$ cat src/rtl/repeat_each_n_pkg.sv
`default_nettype none
// ============================================================================
// Module      : repeat_each_n_pkg
// Description : Shared types and helpers for the repeat_each_n interpolator.
// Revision    : 1.0 - initial release
// ============================================================================
package repeat_each_n_pkg;

    typedef enum logic [0:0] {
        IDLE   = 1'b0,
        ACTIVE = 1'b1
    } state_t;

    function automatic int cnt_width(input int max_n);
        return $clog2(max_n + 1);
    endfunction

endpackage
`default_nettype wire

$ cat src/rtl/repeat_each_n_if.sv
`default_nettype none
// ============================================================================
// Module      : repeat_each_n_if
// Description : Input and output AXI-Stream bundle of the repeat_each_n block.
// Revision    : 1.0 - initial release
// ============================================================================
interface repeat_each_n_if #(
    parameter int WIDTH = 32
);
    logic [WIDTH-1:0] i_tdata;
    logic             i_tlast;
    logic             i_tvalid;
    logic             i_tready;
    logic [WIDTH-1:0] o_tdata;
    logic             o_tlast;
    logic             o_tvalid;
    logic             o_tready;

    // Environment side: produces the input stream, consumes the output stream
    modport master (
        output i_tdata, i_tlast, i_tvalid, o_tready,
        input  i_tready, o_tdata, o_tlast, o_tvalid
    );

    modport slave (
        input  i_tdata, i_tlast, i_tvalid, o_tready,
        output i_tready, o_tdata, o_tlast, o_tvalid
    );
endinterface
`default_nettype wire

$ cat src/rtl/repeat_each_n.sv
`default_nettype none
// ============================================================================
// Module      : repeat_each_n
// Description : Emits every accepted stream beat n times (hold or zero-stuff),
//               latching n and mode only at packet starts.
// Revision    : 1.0 - initial release
// ============================================================================
module repeat_each_n
    import repeat_each_n_pkg::*;
#(
    parameter  int WIDTH = 32,
    parameter  int MAX_N = 65535,
    localparam int CW    = cnt_width(MAX_N)
) (
    input  wire logic          clk,
    input  wire logic          reset,
    input  wire logic [CW-1:0] n,
    input  wire logic          zero_stuff,
    repeat_each_n_if.slave     axis
);

    localparam logic [CW-1:0] c_one = CW'(1);

    state_t           r_state;
    logic [WIDTH-1:0] r_data;
    logic             r_last;
    logic [CW-1:0]    r_rep_cnt;
    logic [CW-1:0]    r_n_cur;
    logic             r_zs_cur;
    logic             r_sop;

    logic             w_last_rep;
    logic             w_accept;
    logic             w_xfer;

    assign w_last_rep = (r_rep_cnt == r_n_cur);
    assign w_accept   = axis.i_tvalid & axis.i_tready;
    assign w_xfer     = (r_state == ACTIVE) & axis.o_tready;

    // Refill on the final repetition lets back-to-back beats flow without a bubble
    assign axis.i_tready = ~reset & ((r_state == IDLE) | (axis.o_tready & w_last_rep));
    assign axis.o_tvalid = (r_state == ACTIVE);
    assign axis.o_tdata  = (r_zs_cur && (r_rep_cnt != c_one)) ? '0 : r_data;
    assign axis.o_tlast  = r_last & w_last_rep;

    always_ff @(posedge clk) begin
        if (reset) begin
            r_state   <= IDLE;
            r_data    <= '0;
            r_last    <= 1'b0;
            r_rep_cnt <= c_one;
            r_n_cur   <= c_one;
            r_zs_cur  <= 1'b0;
            r_sop     <= 1'b1;
        end else if (w_accept) begin
            r_state   <= ACTIVE;
            r_data    <= axis.i_tdata;
            r_last    <= axis.i_tlast;
            r_rep_cnt <= c_one;
            r_sop     <= axis.i_tlast;
            // Configuration only changes between packets
            if (r_sop) begin
                r_n_cur  <= (n == '0) ? c_one : n;
                r_zs_cur <= zero_stuff;
            end
        end else if (w_xfer) begin
            if (w_last_rep) begin
                r_state <= IDLE;
            end else begin
                r_rep_cnt <= r_rep_cnt + c_one;
            end
        end
    end

endmodule
`default_nettype wire

$ cat src/flat_wrapper.sv
// flat-port wrapper written by rule: the top's interface ports become plain ports
module repeat_each_n_flat import repeat_each_n_pkg::*;
#(
    parameter  int WIDTH = 32,
    parameter  int MAX_N = 65535,
    localparam int CW    = cnt_width(MAX_N)
)
  (clk, reset, n, zero_stuff, axis_i_tdata, axis_i_tlast, axis_i_tvalid, axis_o_tready, axis_i_tready, axis_o_tdata, axis_o_tlast, axis_o_tvalid);
  repeat_each_n_if #(.WIDTH(WIDTH)) axis_i ();
  input  wire logic clk;
  input  wire logic reset;
  input  wire logic [CW-1:0] n;
  input  wire logic zero_stuff;
  input wire logic [$bits(axis_i.i_tdata)-1:0] axis_i_tdata;
  input wire logic [$bits(axis_i.i_tlast)-1:0] axis_i_tlast;
  input wire logic [$bits(axis_i.i_tvalid)-1:0] axis_i_tvalid;
  input wire logic [$bits(axis_i.o_tready)-1:0] axis_o_tready;
  output wire logic [$bits(axis_i.i_tready)-1:0] axis_i_tready;
  output wire logic [$bits(axis_i.o_tdata)-1:0] axis_o_tdata;
  output wire logic [$bits(axis_i.o_tlast)-1:0] axis_o_tlast;
  output wire logic [$bits(axis_i.o_tvalid)-1:0] axis_o_tvalid;
  assign axis_i.i_tdata = axis_i_tdata;
  assign axis_i.i_tlast = axis_i_tlast;
  assign axis_i.i_tvalid = axis_i_tvalid;
  assign axis_i.o_tready = axis_o_tready;
  assign axis_i_tready = axis_i.i_tready;
  assign axis_o_tdata = axis_i.o_tdata;
  assign axis_o_tlast = axis_i.o_tlast;
  assign axis_o_tvalid = axis_i.o_tvalid;
  repeat_each_n #(.WIDTH(WIDTH), .MAX_N(MAX_N)) u_core (.clk(clk), .reset(reset), .n(n), .zero_stuff(zero_stuff), .axis(axis_i));
endmodule
$ cat config.mk
export PLATFORM = sky130hd
export DESIGN_NAME = repeat_each_n_flat
export DESIGN_NICKNAME = d
export VERILOG_FILES = /design/src/rtl/repeat_each_n_pkg.sv /design/src/rtl/repeat_each_n_if.sv /design/src/rtl/repeat_each_n.sv /design/src/flat_wrapper.sv
export SDC_FILE = /design/constraint.sdc
export NUM_CORES = 1
export LEC_CHECK = 0
export CORE_ASPECT_RATIO = 0.75
export CORE_MARGIN = 5
export CORE_UTILIZATION = 60
export CTS_CLUSTER_DIAMETER = 200
export DETAILED_ROUTE_END_ITERATION = 16
export DONT_BUFFER_PORTS = 1
export HOLD_SLACK_MARGIN = 0.02
export PLACE_DENSITY = 0.76
export RECOVER_POWER = 50
export SYNTH_ARGS = -nofsm -noshare
export SYNTH_HDL_FRONTEND = slang
export SYNTH_SLANG_ARGS = --single-unit
$ cat constraint.sdc
create_clock -name clk -period 5.8 [get_ports clk]
set_input_delay 0 -clock clk [delete_from_list [all_inputs] [get_ports clk]]
set_output_delay 0 -clock clk [all_outputs]
set_load 0.03 [all_outputs]
* Word level (Yosys, flattened, before mapping) *
Cells that the tools add are included.

storage, ports and cells
  bits in registers = 68
  latch bits = 0
  memory bits (writable) = 0
  ROM bits = 0
  input bits = 54
  output and inout bits = 35
  word-level logic and storage cells = 32
  memories = 0

cells by class
  add/sub/neg operators = 1
  multipliers = 0
  div/mod/pow operators = 0
  magnitude comparators = 0
  equal/unequal tests = 2
  shift operators = 0
  multiplexer cells = 5
  bitwise gates (word level) = 9
  reduce and logical (&&, ||, !) cells = 8

operator list
  kind                   number
  $mux 32                1
  $add 16x1->16 const B  1
  $eq 16x16->1           1
  $logic_not 16->1       1
  $mux 16                1
  $ne 16x1->1 const B    1
  $reduce_and 2->1       3
  $and 1x1->1            5
  $reduce_bool 2->1      2
  $mux 1                 3
  $not 1->1              3
  $reduce_or 2->1        1
  $logic_and 1x1->1      1
  $or 1x1->1             1

* Depth between registers and ports, before layout *
  word-level depth = 7
  mapped depth = 9
  depth with buffers taken out = 5

* Worst setup path after synthesis *
Ideal clock, no wire load.

  path kind = register to register
  start point = register u_core.r_rep_cnt[7]
  end point = register u_core.r_n_cur[10]
  arrival = 1.857 ns
  required time = 5.679 ns
  setup slack = 3.822 ns
  stages on the path, launching flop included = 9
  path through = dfxtp_1 -> buf_6 -> xor2_1 -> nor4_2 -> and4_1 -> buf_6 -> a41oi_4 -> buf_6 -> mux2_4

on the way
  longest elaborated chain between the ends = 6

ends and longest elaborated chain
  what                               line                 RTL
  from (decl)                        repeat_each_n.sv:27  logic [CW-1:0] r_rep_cnt;
  from (signal assigned)             repeat_each_n.sv:51  r_rep_cnt <= c_one;
  from (signal assigned)             repeat_each_n.sv:59  r_rep_cnt <= c_one;
  from (signal assigned)             repeat_each_n.sv:70  r_rep_cnt <= r_rep_cnt + c_one;
  $eq 16x16->1                       repeat_each_n.sv:36  assign w_last_rep = (r_rep_cnt == r_n_cur);
  $and 1x1->1                        repeat_each_n.sv:41  assign axis.i_tready = ~reset & ((r_state == IDLE) | (axis.o_tready & w_last_rep));
  $or 1x1->1                         repeat_each_n.sv:41
  $and 1x1->1                        repeat_each_n.sv:41
  $and 1x1->1                        repeat_each_n.sv:37  assign w_accept = axis.i_tvalid & axis.i_tready;
  $reduce_and 2->1 (no source line)  n/a
  to (signal assigned)               repeat_each_n.sv:52  r_n_cur <= c_one;
  to (signal assigned)               repeat_each_n.sv:63  r_n_cur <= (n == '0) ? c_one : n;
  to (decl)                          repeat_each_n.sv:28  logic [CW-1:0] r_n_cur;

Every way passes these cells.
A chain may end at the register's enable or synchronous reset.

* Final worst setup path *
  start point = register u_core.r_rep_cnt[8]
  end point = register u_core.r_data[20]

on the way
  longest elaborated chain between the ends = 5

ends and longest elaborated chain
  what                  line                 RTL
  $eq 16x16->1          repeat_each_n.sv:36
  $and 1x1->1           repeat_each_n.sv:41
  $or 1x1->1            repeat_each_n.sv:41
  $and 1x1->1           repeat_each_n.sv:41
  $and 1x1->1           repeat_each_n.sv:37
  to (signal assigned)  repeat_each_n.sv:57  r_data <= axis.i_tdata;
  to (decl)             repeat_each_n.sv:25  logic [WIDTH-1:0] r_data;

Every way passes these cells.

==> impl_metrics.yaml <==
clock_tree:
  cts_buffers: 9
  clock_path_buffers: 2
  clock-sinks: 68
  post-cts-setup-buffers: 0
  cts_tree: "done"
  htree_levels: 3
  clkLatencyLatePin_ns: 0.35
  path_clk_slew_ns: 0.07
  cts_root_buf: "clkbuf_8"
critical_path:
  end_kind: "register"
  worstPathCellList: "xor2_1, nor4_1, and4_1, a31oi_4, mux2_2"
  cp_max_fo: 34
  max_stage_delay_ns: 0.97
  worstPathArrival_ns: 3.42
  start_kind: "register"
  cp.buffers_inverters: 0
  critical_path_class: "reg2reg"
  crit_family: "simple AND/OR/NAND/NOR gates"
  cp_slowest_cell: "and4_1"
  crit_required_ns: 6.03
timing:
  worstMarginPinSlew_ns: 1.916
  skew_ns: 0.01001
  finalMaxSlewViolations: 17
  finalSetupTns_ns: 0
  layout_min_cycle_time_ns: 3.184
  setup_slack_ns: 2.616
  slew_headroom_pct: -28.84
  final-setup-viol-count: 0
  finalCritPeriodShare_pct: 54.90
  hold_violations: 0
  fmax_ghz: 0.3141
  timing.hold.ws_ns: 0.1020
  rsz0062_at_grt: "false"
global_route:
  grt_pass1_vias: 2639
  top_usage_layer: "met2"
  grt_overflow: 0
  met1_usage_pct: 27.67
  grt_start_max_net_pins: 53
  track_usage_pct: 23.26
  antenna_found_initial: 0
  grt_pass1_wl_mm: 13.34
  met3_usage_pct: 10.43
  gr-usage-met2_pct: 37.43
finish:
  final_common_cell: "nor2b_1"
  seqCellArea_mm2: 0.001361
  most-common-layout-cells: "nor2b_1 (80), dfxtp_1 (68), dlygate4sd3_1 (52), mux2_2 (39), a21oi_1 (17)"
  multi_input_area_mm2: 0.001899
  n_antenna_cell: 0
  layout.nets: 443
  fill_cells: 361
  area_growth_pct: 20.31
  layout-drive-gt1-share_pct: 17.86
status:
  violations: "capacitance limit, slew limit"
  status: "finished, violations left"
floorplanning:
  dieWidth_um: 97.48
  pin_count: 89
  core_mm2: 0.005468
  rows: 23
  die-area_mm2: 0.007370
  initial_utilization_pct: 62.97
  fp.dieH_um: 75.61
route:
  drtAntennaViolNets: 0
  wire_per_inst_um: 18.18
  num_vias: 2659
  drtIter0Drc: 202
  routed_via_density: 5.694
  drc_errors: 0
  wl_mm: 8.489
  drt_first_pass_iters: 5
logic_synthesis:
  syn-num-nets: 402
  async_flop_share_pct: 0
  syn_inst: 346
  synth_ff_type: "dfxtp_1"
  syn_area_mm2: 0.003443
  synth_enable_flop_cells: 0
  postSynthAreaPerCell_um2: 9.952
  synth-seq-cells: 68
  ys_seq_area_share_pct: 39.53
  synth_cell_types: 36
  yosys_warnings: 0
run:
  cap_violations: 1
min_path:
  hp-class: "in2reg"
pwr:
  vdd_drop_max_mv: 0.2092
  powerDensity_mw_per_mm2: 279.3
  cellLeakagePower_nw: 1.690
placed_design:
  dpl_worst_slack_ns: 2.666
  portBuffers: 0
  dp.final_hpwl_mm: 4.924
  place_congestion: 0.8840
[through the flow]
stage               area, µm²  instances   power, W  util [%]
global route             4143        467   0.001204     75.77
finish                   4143        467   0.001157     75.77
floorplan                3443        346  0.0007052         -
global placement         3401        398  0.0007118     62.20
detailed placement       3401        398  0.0007160     62.20
CTS                      4151        467   0.001157     75.93
[worst register-to-register path: stages, from the launching register on]
cell     delay, ns
dfxtp_1       0.38
xor2_1        0.19
nor4_1        0.40
and4_1        0.97
a31oi_4       0.65
mux2_2        0.48
[layer usage]
layer	up-vias	wire length (µm)
met4	0	226
met5	-	0
met3	18	818
li1	1292	-
met1	1222	3562
met2	127	3881
[Yosys cell counts, types with 4 or more instances]
cell type,instances,area (µm²)
nor2b_1,80,500.5
dfxtp_1,68,1361
mux2_2,39,439.2
a21oi_1,17,85.08
xor2_1,16,140.1
clkbuf_1,12,45.04
o31ai_1,12,90.09
or4_1,12,90.09
inv_1,9,33.78
mux2_4,9,135.1
nor4_1,8,50.05
buf_6,7,78.83
nor2_1,7,26.28
nand4_1,6,37.54
nand2_1,5,18.77
nand3_1,5,25.02
nor3_1,4,20.02
o21ai_0,4,20.02
[area by class of cell]
type	instances	area share (%)
clock inverter	5	1.420
inverter	9	0.8155
tap	75	2.265
clock buffer	11	3.654
timing repair buffer	54	13.14
multi-input combinational	245	45.85
sequential	68	32.86
[final timing paths]
path                       start                end  slack, ns  cells past startpoint
max          u_core.r_rep_cnt[8]  u_core.r_data[20]       2.62                      5
min                        reset  u_core.r_data[24]       0.10                      3
max reg2reg  u_core.r_rep_cnt[8]  u_core.r_data[20]       2.62                      5
min reg2reg        u_core.r_last      u_core.r_last       0.48                      2
[sequential cells by signal, summed over array words and instances, names as in the netlist]
name	count
u_core.r_data	32
u_core.r_sop	1
u_core.r_n_cur	16
u_core.axis.o_tvalid	1
u_core.r_zs_cur	1
u_core.r_last	1
u_core.r_rep_cnt	16
[repair_timing]
action / in CTS / in global routing
gates resized for setup: 0 / 0
hold buffers: 53 / 0
endpoints found under the hold margin: 53 / 0
[where the power goes]
part | switching, W | internal, W | leakage (nW)
combinational | 0.000124 | 0.0000981 | 1.03
clock | 0.000187 | 0.000223 | 0.102
sequential | 0.0000225 | 0.000503 | 0.558
total | 0.000334 | 0.000823 | 1.69
[cell families after synthesis]
kind of cell / share of synthesized area (%)
simple gates: 24.53
flops: 39.54
mux: 17.55
compound gates: 8.212
buf+inv: 5.378
xor+xnor: 4.070
fa+ha+maj: 0.7266
(Power assumes the default switching activity.)
